$ cat src/rtl/seg7_scan_mux.sv
// Multiplexed common-anode 7-segment scanner with refresh prescaler, blank gap,
// per-digit decimal point and blink, and frame-synchronous input shadowing.
module seg7_scan_mux #(
  parameter int unsigned NUM_DIGITS   = 4,
  parameter int unsigned DIV          = 50000,
  parameter int unsigned BLANK_CYCLES = 16,
  parameter int unsigned BLINK_FRAMES = 64
) (
  input  logic                    clk,
  input  logic                    rst_n,
  input  logic                    enable,
  input  logic [5*NUM_DIGITS-1:0] digit_codes,
  input  logic [NUM_DIGITS-1:0]   dp_in,
  input  logic [NUM_DIGITS-1:0]   blink_mask,
  output logic [6:0]              seg,
  output logic                    dp,
  output logic [NUM_DIGITS-1:0]   an,
  output logic                    frame_tick
);

  localparam int unsigned CW = 5;
  localparam int unsigned PW = (DIV > 1) ? $clog2(DIV) : 1;
  localparam int unsigned IW = (NUM_DIGITS > 1) ? $clog2(NUM_DIGITS) : 1;
  localparam int unsigned FW = $clog2(BLINK_FRAMES + 1);
  localparam logic [6:0]  SEG_OFF = 7'b1111111;

  logic [PW-1:0]         presc_q, presc_d;
  logic [IW-1:0]         idx_q, idx_d;
  logic [FW-1:0]         fcnt_q, fcnt_d;
  logic                  phase_q, phase_d;
  logic [CW-1:0]         sh_code_q [NUM_DIGITS];
  logic [CW-1:0]         sh_code_d [NUM_DIGITS];
  logic [NUM_DIGITS-1:0] sh_dp_q, sh_dp_d;
  logic [NUM_DIGITS-1:0] sh_blink_q, sh_blink_d;
  logic [6:0]            seg_d;
  logic                  dp_d;
  logic [NUM_DIGITS-1:0] an_d;
  logic                  tick_d;
  logic                  slot_end;
  logic                  last_digit;
  logic                  boundary;
  logic                  lit;

  // Active-low {a..g} pattern for each character code.
  function automatic logic [6:0] decode(input logic [CW-1:0] code);
    logic [6:0] s;
    s = SEG_OFF;
    case (code)
      5'd0:  s = 7'b0000001;
      5'd1:  s = 7'b1001111;
      5'd2:  s = 7'b0010010;
      5'd3:  s = 7'b0000110;
      5'd4:  s = 7'b1001100;
      5'd5:  s = 7'b0100100;
      5'd6:  s = 7'b0100000;
      5'd7:  s = 7'b0001111;
      5'd8:  s = 7'b0000000;
      5'd9:  s = 7'b0000100;
      5'd10: s = 7'b0001000;
      5'd11: s = 7'b1100000;
      5'd12: s = 7'b0110001;
      5'd13: s = 7'b1000010;
      5'd14: s = 7'b0110000;
      5'd15: s = 7'b0111000;
      5'd16: s = 7'b1110001;
      5'd17: s = 7'b1001000;
      5'd18: s = 7'b0011000;
      5'd19: s = 7'b1111110;
      default: s = SEG_OFF;
    endcase
    return s;
  endfunction

  // Scan sequencing, frame/blink counting and shadow capture.
  always_comb begin
    presc_d    = presc_q;
    idx_d      = idx_q;
    fcnt_d     = fcnt_q;
    phase_d    = phase_q;
    sh_code_d  = sh_code_q;
    sh_dp_d    = sh_dp_q;
    sh_blink_d = sh_blink_q;

    slot_end   = (presc_q == PW'(DIV - 1));
    last_digit = (idx_q == IW'(NUM_DIGITS - 1));
    boundary   = enable && slot_end && last_digit;

    if (!enable || boundary) begin
      for (int i = 0; i < NUM_DIGITS; i++) begin
        sh_code_d[i] = digit_codes[CW*i +: CW];
      end
      sh_dp_d    = dp_in;
      sh_blink_d = blink_mask;
    end

    if (!enable) begin
      presc_d = '0;
      idx_d   = '0;
      fcnt_d  = '0;
      phase_d = 1'b0;
    end else begin
      presc_d = slot_end ? '0 : presc_q + PW'(1);
      if (slot_end) begin
        idx_d = last_digit ? '0 : idx_q + IW'(1);
      end
      if (boundary) begin
        if (fcnt_q == FW'(BLINK_FRAMES - 1)) begin
          fcnt_d  = '0;
          phase_d = ~phase_q;
        end else begin
          fcnt_d = fcnt_q + FW'(1);
        end
      end
    end
  end

  // Output image for the current slot; registered below for one-cycle latency.
  always_comb begin
    seg_d  = SEG_OFF;
    dp_d   = 1'b1;
    an_d   = '1;
    tick_d = boundary;
    lit    = enable && (presc_q >= PW'(BLANK_CYCLES)) && !(phase_q && sh_blink_q[idx_q]);
    if (lit) begin
      an_d  = ~(NUM_DIGITS'(1) << idx_q);
      seg_d = decode(sh_code_q[idx_q]);
      dp_d  = ~sh_dp_q[idx_q];
    end
  end

  always_ff @(posedge clk or negedge rst_n) begin
    if (!rst_n) begin
      presc_q    <= '0;
      idx_q      <= '0;
      fcnt_q     <= '0;
      phase_q    <= 1'b0;
      sh_code_q  <= '{default: '1};
      sh_dp_q    <= '0;
      sh_blink_q <= '0;
      seg        <= SEG_OFF;
      dp         <= 1'b1;
      an         <= '1;
      frame_tick <= 1'b0;
    end else begin
      presc_q    <= presc_d;
      idx_q      <= idx_d;
      fcnt_q     <= fcnt_d;
      phase_q    <= phase_d;
      sh_code_q  <= sh_code_d;
      sh_dp_q    <= sh_dp_d;
      sh_blink_q <= sh_blink_d;
      seg        <= seg_d;
      dp         <= dp_d;
      an         <= an_d;
      frame_tick <= tick_d;
    end
  end

endmodule

$ cat config.mk
export PLATFORM = sky130hd
export DESIGN_NAME = seg7_scan_mux
export DESIGN_NICKNAME = d
export VERILOG_FILES = /design/src/rtl/seg7_scan_mux.sv
export SDC_FILE = /design/constraint.sdc
export NUM_CORES = 1
export LEC_CHECK = 0
export BUFFER_PORTS_ARGS = -buffer_cell sky130_fd_sc_hd__buf_2
export CORE_MARGIN = 2
export CORE_UTILIZATION = 44
export DETAILED_ROUTE_END_ITERATION = 6
export GPL_TIMING_DRIVEN = 1
export RECOVER_POWER = 100
export SLEW_MARGIN = 20
export SYNTH_ARGS = -nofsm -noshare
export SYNTH_HDL_FRONTEND = slang
export SYNTH_SLANG_ARGS = --single-unit
$ cat constraint.sdc
create_clock -name clk -period 3 [get_ports clk]
set_input_delay 0.15 -clock clk [delete_from_list [all_inputs] [get_ports clk]]
set_output_delay 0.15 -clock clk [all_outputs]
set_load 0.1 [all_outputs]
==> metrics.cfg, run 1 <==
[die]
dieArea_um2=8230
coreArea_um2=7250
die_w_um=90.7
placementRows=31
die_h_um=90.7
initial_core_util=0.456
pin_count=44

[detailed_routing]
initialDrtViolationCount=75
met3WireLength_um=225
ant_nets=0
vias_per_cell=5.09
highest_layer=met4
first_pass_iters=4
finalWirelength_mm=6.19
wl_met2_mm=2.75
vias=2204
drt_drc_violations_left=0
wl_per_cell_um=14.3
wl_met1_mm=3.12

[worst_setup_path]
path_max_fanout=10
cp-end-kind=register
arrival_ns=2.83
critical_path.startpoint_type=register
required_ns=3.26
criticalPathCategory=register to register

[run]
maxCapViolations=1

[logic_synthesis]
synth_edf_count=0
synth_top_area_frac=0.265
synth_top_cell_by_area=dfrtp_1
synth_area_um2=3310
yosys_warnings=0
yosysMostFrequentCell=dfrtp_1
synthCells=281
syn_nets=326
synth-seq-area-share=0.519
yosysUniqueCellTypes=41
syn_area_per_cell_um2=11.8
synth_area_leaders=dfrtp_1 26%, dfstp_2 25%, mux2_2 9.9%, ha_1 5.3%, mux4_2 4.8%
synth_flop_cell=dfrtp_1
yosys-top-cells-count=35 x dfrtp_1, 33 x nor2_1, 32 x dfstp_2
synth-seq-cells=67
async_flop_share=1.00

[cells_and_area]
antenna_cells=0
fin_area_um2=3810
drive_above_1_share=0.365
n_fill_cell=678
final_util=0.525
syn_to_final_growth_pct=15.1
fin_nets=374

[power_and_ir_drop]
p_sw_uw=482
swShare=0.241
p_comb_frac=0.101
p_leak_uw=0.00160
p_int_uw=1520
irDropWorstVdd_v=0.000312
p_per_area_nw_per_um2=525
clock_power_share=0.405
seqPwrFrac=0.494

[clock_tree]
ctsHoldBuffers=0
cts_tree=built
clkSlewWorstSetupHoldPaths_ns=0.08
clock_latency_ns=0.34
cts_buffer_depth=2
cts_root_buffer=clkbuf_8
cts_sinks=67
cts_resized=0
cts_max_level=3
post_cts_buffers=0
numCtsBuffers=9

[timing]
finalCritPeriodShare=0.858
finalWorstPathRequiredPeriod_ns=2.57
drv_slew=68
hold_viol_final=0
rsz0062_at_grt=no
maxSlewHeadroom=-0.0472
tns_ns=0
setup_viol=0
hold_slack_ns=0.0442
worst_clock_skew_ns=0.00813
worstMarginPinSlew_ns=1.57
fmax_mhz=389

[global_route]
grt.overflow.total=0
grt_max_degree=68
antenna_found_initial=0
grt_usage=0.159
grt_pass1_vias=2142
grt_pass1_wl_mm=10.4

[min_path]
min_path_type=input pin to register

[placement]
placed_cell_area_um2=3630
dp_hpwl_mm=4.22
gp_congestion=0.790
numPortBuffers=43

[outcome]
status=finished, violations left
violations=capacitance limit, slew limit

metrics by stage:
step | setup slack, ns | instances | total power (µW)
2_1_floorplan | 0.765 | 281 | 1140
3_3_place_gp | 0.625 | 417 | 1210
3_5_place_dp | 0.564 | 417 | 1210
4_1_cts | 0.554 | 433 | 2030
5_1_grt | 0.254 | 433 | 2090
6_report | 0.427 | 433 | 2000
cell families after synthesis:
family	share of synthesized area
flops	0.519
simple gates	0.140
compound gates	0.0522
mux	0.158
buf+inv	0.0269
xor+xnor	0.0503
fa+ha+maj	0.0530
worst max-delay path: stages, from the launching register on:
cell and delay (ns):
dfrtp_1 0.42, or4_1 0.58, nor4_4 0.35, nand3_1 0.39, or4_1 0.59, a21oi_1 0.16
layout by cell type (no fill, tap or decap), types with 2 or more instances in the layout:
cell type,netlist,routed
nand2b_1,2,2
nor4_1,2,2
o22ai_1,3,3
dfrtp_1,35,35
xnor2_1,8,8
nand2_1,19,19
nand3_1,14,15
clkbuf_2,0,2
or2_2,2,2
nand4_1,2,2
xor2_1,11,11
nor3_1,7,7
mux4_2,7,7
mux2_2,29,29
mux2i_1,4,4
clkbuf_8,0,10
buf_2,2,30
dfstp_2,32,32
a21oi_1,6,6
nor2_1,33,33
clkbuf_1,6,14
or4_1,3,4
and3_1,2,2
inv_1,11,11
o21ai_0,9,9
ha_1,14,14
power groups by stage:
stage | logic, µW | clock network [µW] | registers, µW
CTS | 206 | 839 | 989
floorplan | 143 | 0 | 994
global route | 229 | 868 | 994
detailed placement | 204 | 0 | 1000
finish | 202 | 810 | 989
global placement | 203 | 0 | 1000
sequential cells by signal, summed over array words and instances (netlist names):
signal	count
seg	7
sh_dp_q	4
idx_q	2
sh_blink_q	4
frame_tick	1
phase_q	1
dp	1
fcnt_q	7
presc_q	16
sh_code_q	20
an	4
path summary, 6_finish.rpt:
check,slack [ns],cells past startpoint,startpoint,to
setup / recovery,0.43,5,presc_q[11]$_DFF_PN0_,fcnt_q[5]$_DFFE_PN0P_
hold / removal,0.04,2,digit_codes[8],sh_code_q[13]$_DFFE_PN1P_
setup reg to reg,0.43,5,presc_q[11]$_DFF_PN0_,fcnt_q[5]$_DFFE_PN0P_
hold reg to reg,0.50,1,sh_dp_q[0]$_DFFE_PN0P_,sh_dp_q[0]$_DFFE_PN0P_
max in group asynchronous,1.77,2,rst_n,fcnt_q[2]$_DFFE_PN0P_
min in group asynchronous,0.28,2,rst_n,presc_q[6]$_DFF_PN0_
cell type report:
cell class,instances,area [µm²],share of cell area
inverters,11,41.3,0.0108
well taps,99,124,0.0325
clock buffers,11,163,0.0427
multi-input cells,193,1490,0.390
clock inverters,5,57.6,0.0151
flip-flops and latches,67,1720,0.451
repair buffers,47,220,0.0578
metal layers:
layer | GRT usage | vias up
met2 | 0.241 | 55
met5 | 0 | -
met3 | 0.0334 | 7
met1 | 0.222 | 1059
li1 | - | 1083
met4 | 0.0692 | 0
(Power assumes the default switching activity.)
==> run 2, diff against run 1 <==
--- a/config.mk
+++ b/config.mk
@@ -5,7 +5,9 @@
 export SDC_FILE = /design/constraint.sdc
 export NUM_CORES = 1
 export LEC_CHECK = 0
+export ABC_AREA = 1
 export BUFFER_PORTS_ARGS = -buffer_cell sky130_fd_sc_hd__buf_2
+export CORE_ASPECT_RATIO = 0.9
 export CORE_MARGIN = 2
 export CORE_UTILIZATION = 44
 export DETAILED_ROUTE_END_ITERATION = 6
==> run 2 against run 1 <==
The flow now finishes without violations. Register-to-register slack gained 0.37 ns. Combinational power is 12% higher. Sequential share of layout area decreased by 3.9 points. Clock skew increased by 0.00064 ns. Cell count is 45% higher. Global-route usage grew 3.6 points. Highest routed layer unchanged. Maximum frequency is 17% higher. Hold slack lost 0.031 ns.
==> metrics.cfg, run 2 <==
[power_and_ir_drop]
p_leak_uw=0.00205  ; +29%
p_per_area_nw_per_um2=464  ; -12%
total_power_uw=1930  ; -3.3%
swShare=0.263  ; +0.0226
seqPwrFrac=0.509  ; +0.015
clock_power_share=0.374  ; -0.031
p_sw_uw=509  ; +5.7%
p_int_uw=1420  ; -6.2%
irDropWorstVdd_v=0.000282  ; -9.6%
p_comb_frac=0.117  ; +0.016

[die]
die_w_um=101  ; +11%
coreArea_um2=8110  ; +12%
placementRows=31  ; unchanged
pin_count=44  ; unchanged
dieArea_um2=9200  ; +12%
initial_core_util=0.458  ; +0.00231
die_h_um=91.2  ; +0.52%

[logic_synthesis]
yosys_warnings=0  ; unchanged
synthCells=478  ; +70%
synth_top_area_frac=0.236  ; -0.0291
async_flop_share=1.00  ; unchanged
yosysMostFrequentCell=nand2_1
synth_area_leaders=dfrtp_1 24%, dfstp_2 23%, nand2_1 17%, nand3_1 7.9%, ha_1 4.7%
synth_edf_count=0  ; unchanged
synth_area_um2=3720  ; +12%
syn_nets=523  ; +60%
yosysUniqueCellTypes=29  ; -29%
synth-seq-area-share=0.462  ; -0.0570
synth_top_cell_by_area=dfrtp_1
syn_area_per_cell_um2=7.77  ; -34%
synth-seq-cells=67  ; unchanged
yosys-top-cells-count=164 x nand2_1, 59 x nand3_1, 44 x inv_1
synth_flop_cell=dfrtp_1

[timing]
rsz0062_at_grt=no
setup_viol=0  ; unchanged
fmax_mhz=455  ; +17%
worstMarginPinSlew_ns=1.39  ; -0.185 ns
worst_clock_skew_ns=0.00877  ; +0.000643 ns
maxSlewHeadroom=0.0764  ; +0.124
hold_viol_final=0  ; unchanged
tns_ns=0  ; unchanged
finalWorstPathRequiredPeriod_ns=2.20  ; -0.374 ns
drv_slew=0  ; -100%
finalCritPeriodShare=0.733  ; -0.125
hold_slack_ns=0.0136  ; -0.0306 ns

[worst_setup_path]
crit_path_frequent_cell=nand2_1
cpMaxStageDelayCell=clkbuf_2
path_max_fanout=49  ; +39
timing.rr.end=phase_q$_DFFE_PN0P_
arrival_ns=2.42  ; -0.41 ns
crit_cells=7  ; +2
r2r_cells=7  ; +2
regToRegSetupSlack_ns=0.80  ; +0.37 ns
criticalPathCategory=register to register
cp-end-kind=register
critical_path.startpoint_type=register
required_ns=3.22  ; -0.04 ns
path_buf_inv=2  ; +2
r2r-start=idx_q[1]$_DFFE_PN0P_
slowest_delay_ns=0.66  ; +0.07 ns
crit_chain=ha_1, inv_1, o21ai_0, clkbuf_2, nand2_1, nand2_1, nand2_1
crit_family=buffers and inverters

[outcome]
status=completed

[global_route]
grt_usage=0.195  ; +0.0355
antenna_found_initial=0  ; unchanged
grt_max_degree=50  ; -26%
grt.overflow.total=0  ; unchanged
grt_pass1_vias=3040  ; +42%
grt_pass1_wl_mm=14.3  ; +37%

[cells_and_area]
layout_commonest_cell=nand2_1
fin_area_um2=4170  ; +9.5%
syn_to_final_growth_pct=12.2
layout.cells.most_common_list=164 x nand2_1, 59 x nand3_1, 44 x inv_1, 35 x dfrtp_1, 33 x nor2_1
antenna_cells=0  ; unchanged
top_register=sh_code_q
drive_above_1_share=0.164  ; -0.201
largest_reg_flops=20  ; unchanged
final_util=0.514  ; -0.0108
fin_nets=570  ; +52%
reg_top3=sh_code_q (20), presc_q (16)

[detailed_routing]
wl_per_cell_um=13.2  ; -7.5%
drt_drc_violations_left=0  ; unchanged
met3WireLength_um=386  ; +72%
vias=3150  ; +43%
ant_nets=0  ; unchanged
vias_per_cell=5.01  ; -1.6%
wl_met1_mm=4.32  ; +39%
highest_layer=met4
finalWirelength_mm=8.32  ; +34%
wl_met2_mm=3.50  ; +27%
first_pass_iters=5  ; +1
initialDrtViolationCount=186  ; +150%

[min_path]
hp-start=dp_in[3]
min_path_type=input pin to register
hold_depth=3  ; +1
whs_endpoint=sh_dp_q[3]$_DFFE_PN0P_

[placement]
gp_congestion=0.853  ; +7.9%
placed_cell_area_um2=3960  ; +9.1%
numPortBuffers=43  ; unchanged
dp_hpwl_mm=5.87  ; +39%

[clock_tree]
clkSlewWorstSetupHoldPaths_ns=0.07  ; about the same
numCtsBuffers=9  ; unchanged
cts_root_buffer=clkbuf_8
clock_latency_ns=0.34  ; about the same
cts_sinks=67  ; unchanged
cts_buffer_depth=2  ; unchanged
cts_tree=built
cts_max_level=3  ; unchanged

[run]
maxCapViolations=0  ; -1

-- run 2: final cells by class --
type	instances	area, µm²
sequential	67	1720
clock inverter	5	56.3
tap	99	124
inverter	46	173
timing repair buffer	53	300
multi-input combinational	348	1670
fill	811	3940
clock buffer	11	131
-- run 2: tightest hold or removal path, cell delays in order --
cell     delay (ns)
buf_2          0.08
nand2_1        0.05
nand2_1        0.05
-- run 2: timing repair --
action	4_1_cts	5_1_grt
setup buffers	0	0
hold buffers	7	0
gates resized for setup	0	0
endpoints found under the hold margin	12	0
-- run 2: worst max path at each step --
stage	start	endpoint	slack, ns
6_report	idx_q[1]$_DFFE_PN0P_	phase_q$_DFFE_PN0P_	0.80
5_1_grt	idx_q[1]$_DFFE_PN0P_	sh_code_q[8]$_DFFE_PN1P_	0.55
3_5_place_dp	idx_q[1]$_DFFE_PN0P_	seg[2]$_DFF_PN1_	0.91
3_3_place_gp	idx_q[1]$_DFFE_PN0P_	seg[0]$_DFF_PN1_	0.99
4_1_cts	idx_q[1]$_DFFE_PN0P_	seg[2]$_DFF_PN1_	0.89
2_1_floorplan	idx_q[0]$_DFFE_PN0P_	seg[6]$_DFF_PN1_	1.32
-- run 2: layer usage --
metal / GRT usage / up-vias
met5: 0 / -
met4: 0.0559 / 0
met3: 0.0454 / 12
met2: 0.278 / 79
met1: 0.293 / 1445
li1: - / 1614
-- run 2: power by group through the flow --
stage                     Clock (µW)  Sequential (µW)  Combinational [µW]
after floorplan                    0              991                 150
after global placement             0             1000                 221
after detailed placement           0              999                 223
after CTS                        743              984                 230
after global routing             790              990                 265
final                            722              985                 227
-- run 2: cells by family after synthesis --
family / count (synthesis) / share of synthesized area
and+or+nand+nor: 283 / 0.331
DFF: 67 / 0.462
buffers and inverters: 63 / 0.0811
AOI/OAI and AO/OA: 45 / 0.0646
adders and majority gates: 14 / 0.0471
xor gates and xnor gates: 6 / 0.0141
-- run 2: per-stage QoR --
stage / setup WS (ns) / instances
2_1_floorplan: 1.32 / 478
3_3_place_gp: 0.989 / 606
3_5_place_dp: 0.905 / 606
4_1_cts: 0.895 / 629
5_1_grt: 0.550 / 629
6_report: 0.801 / 629
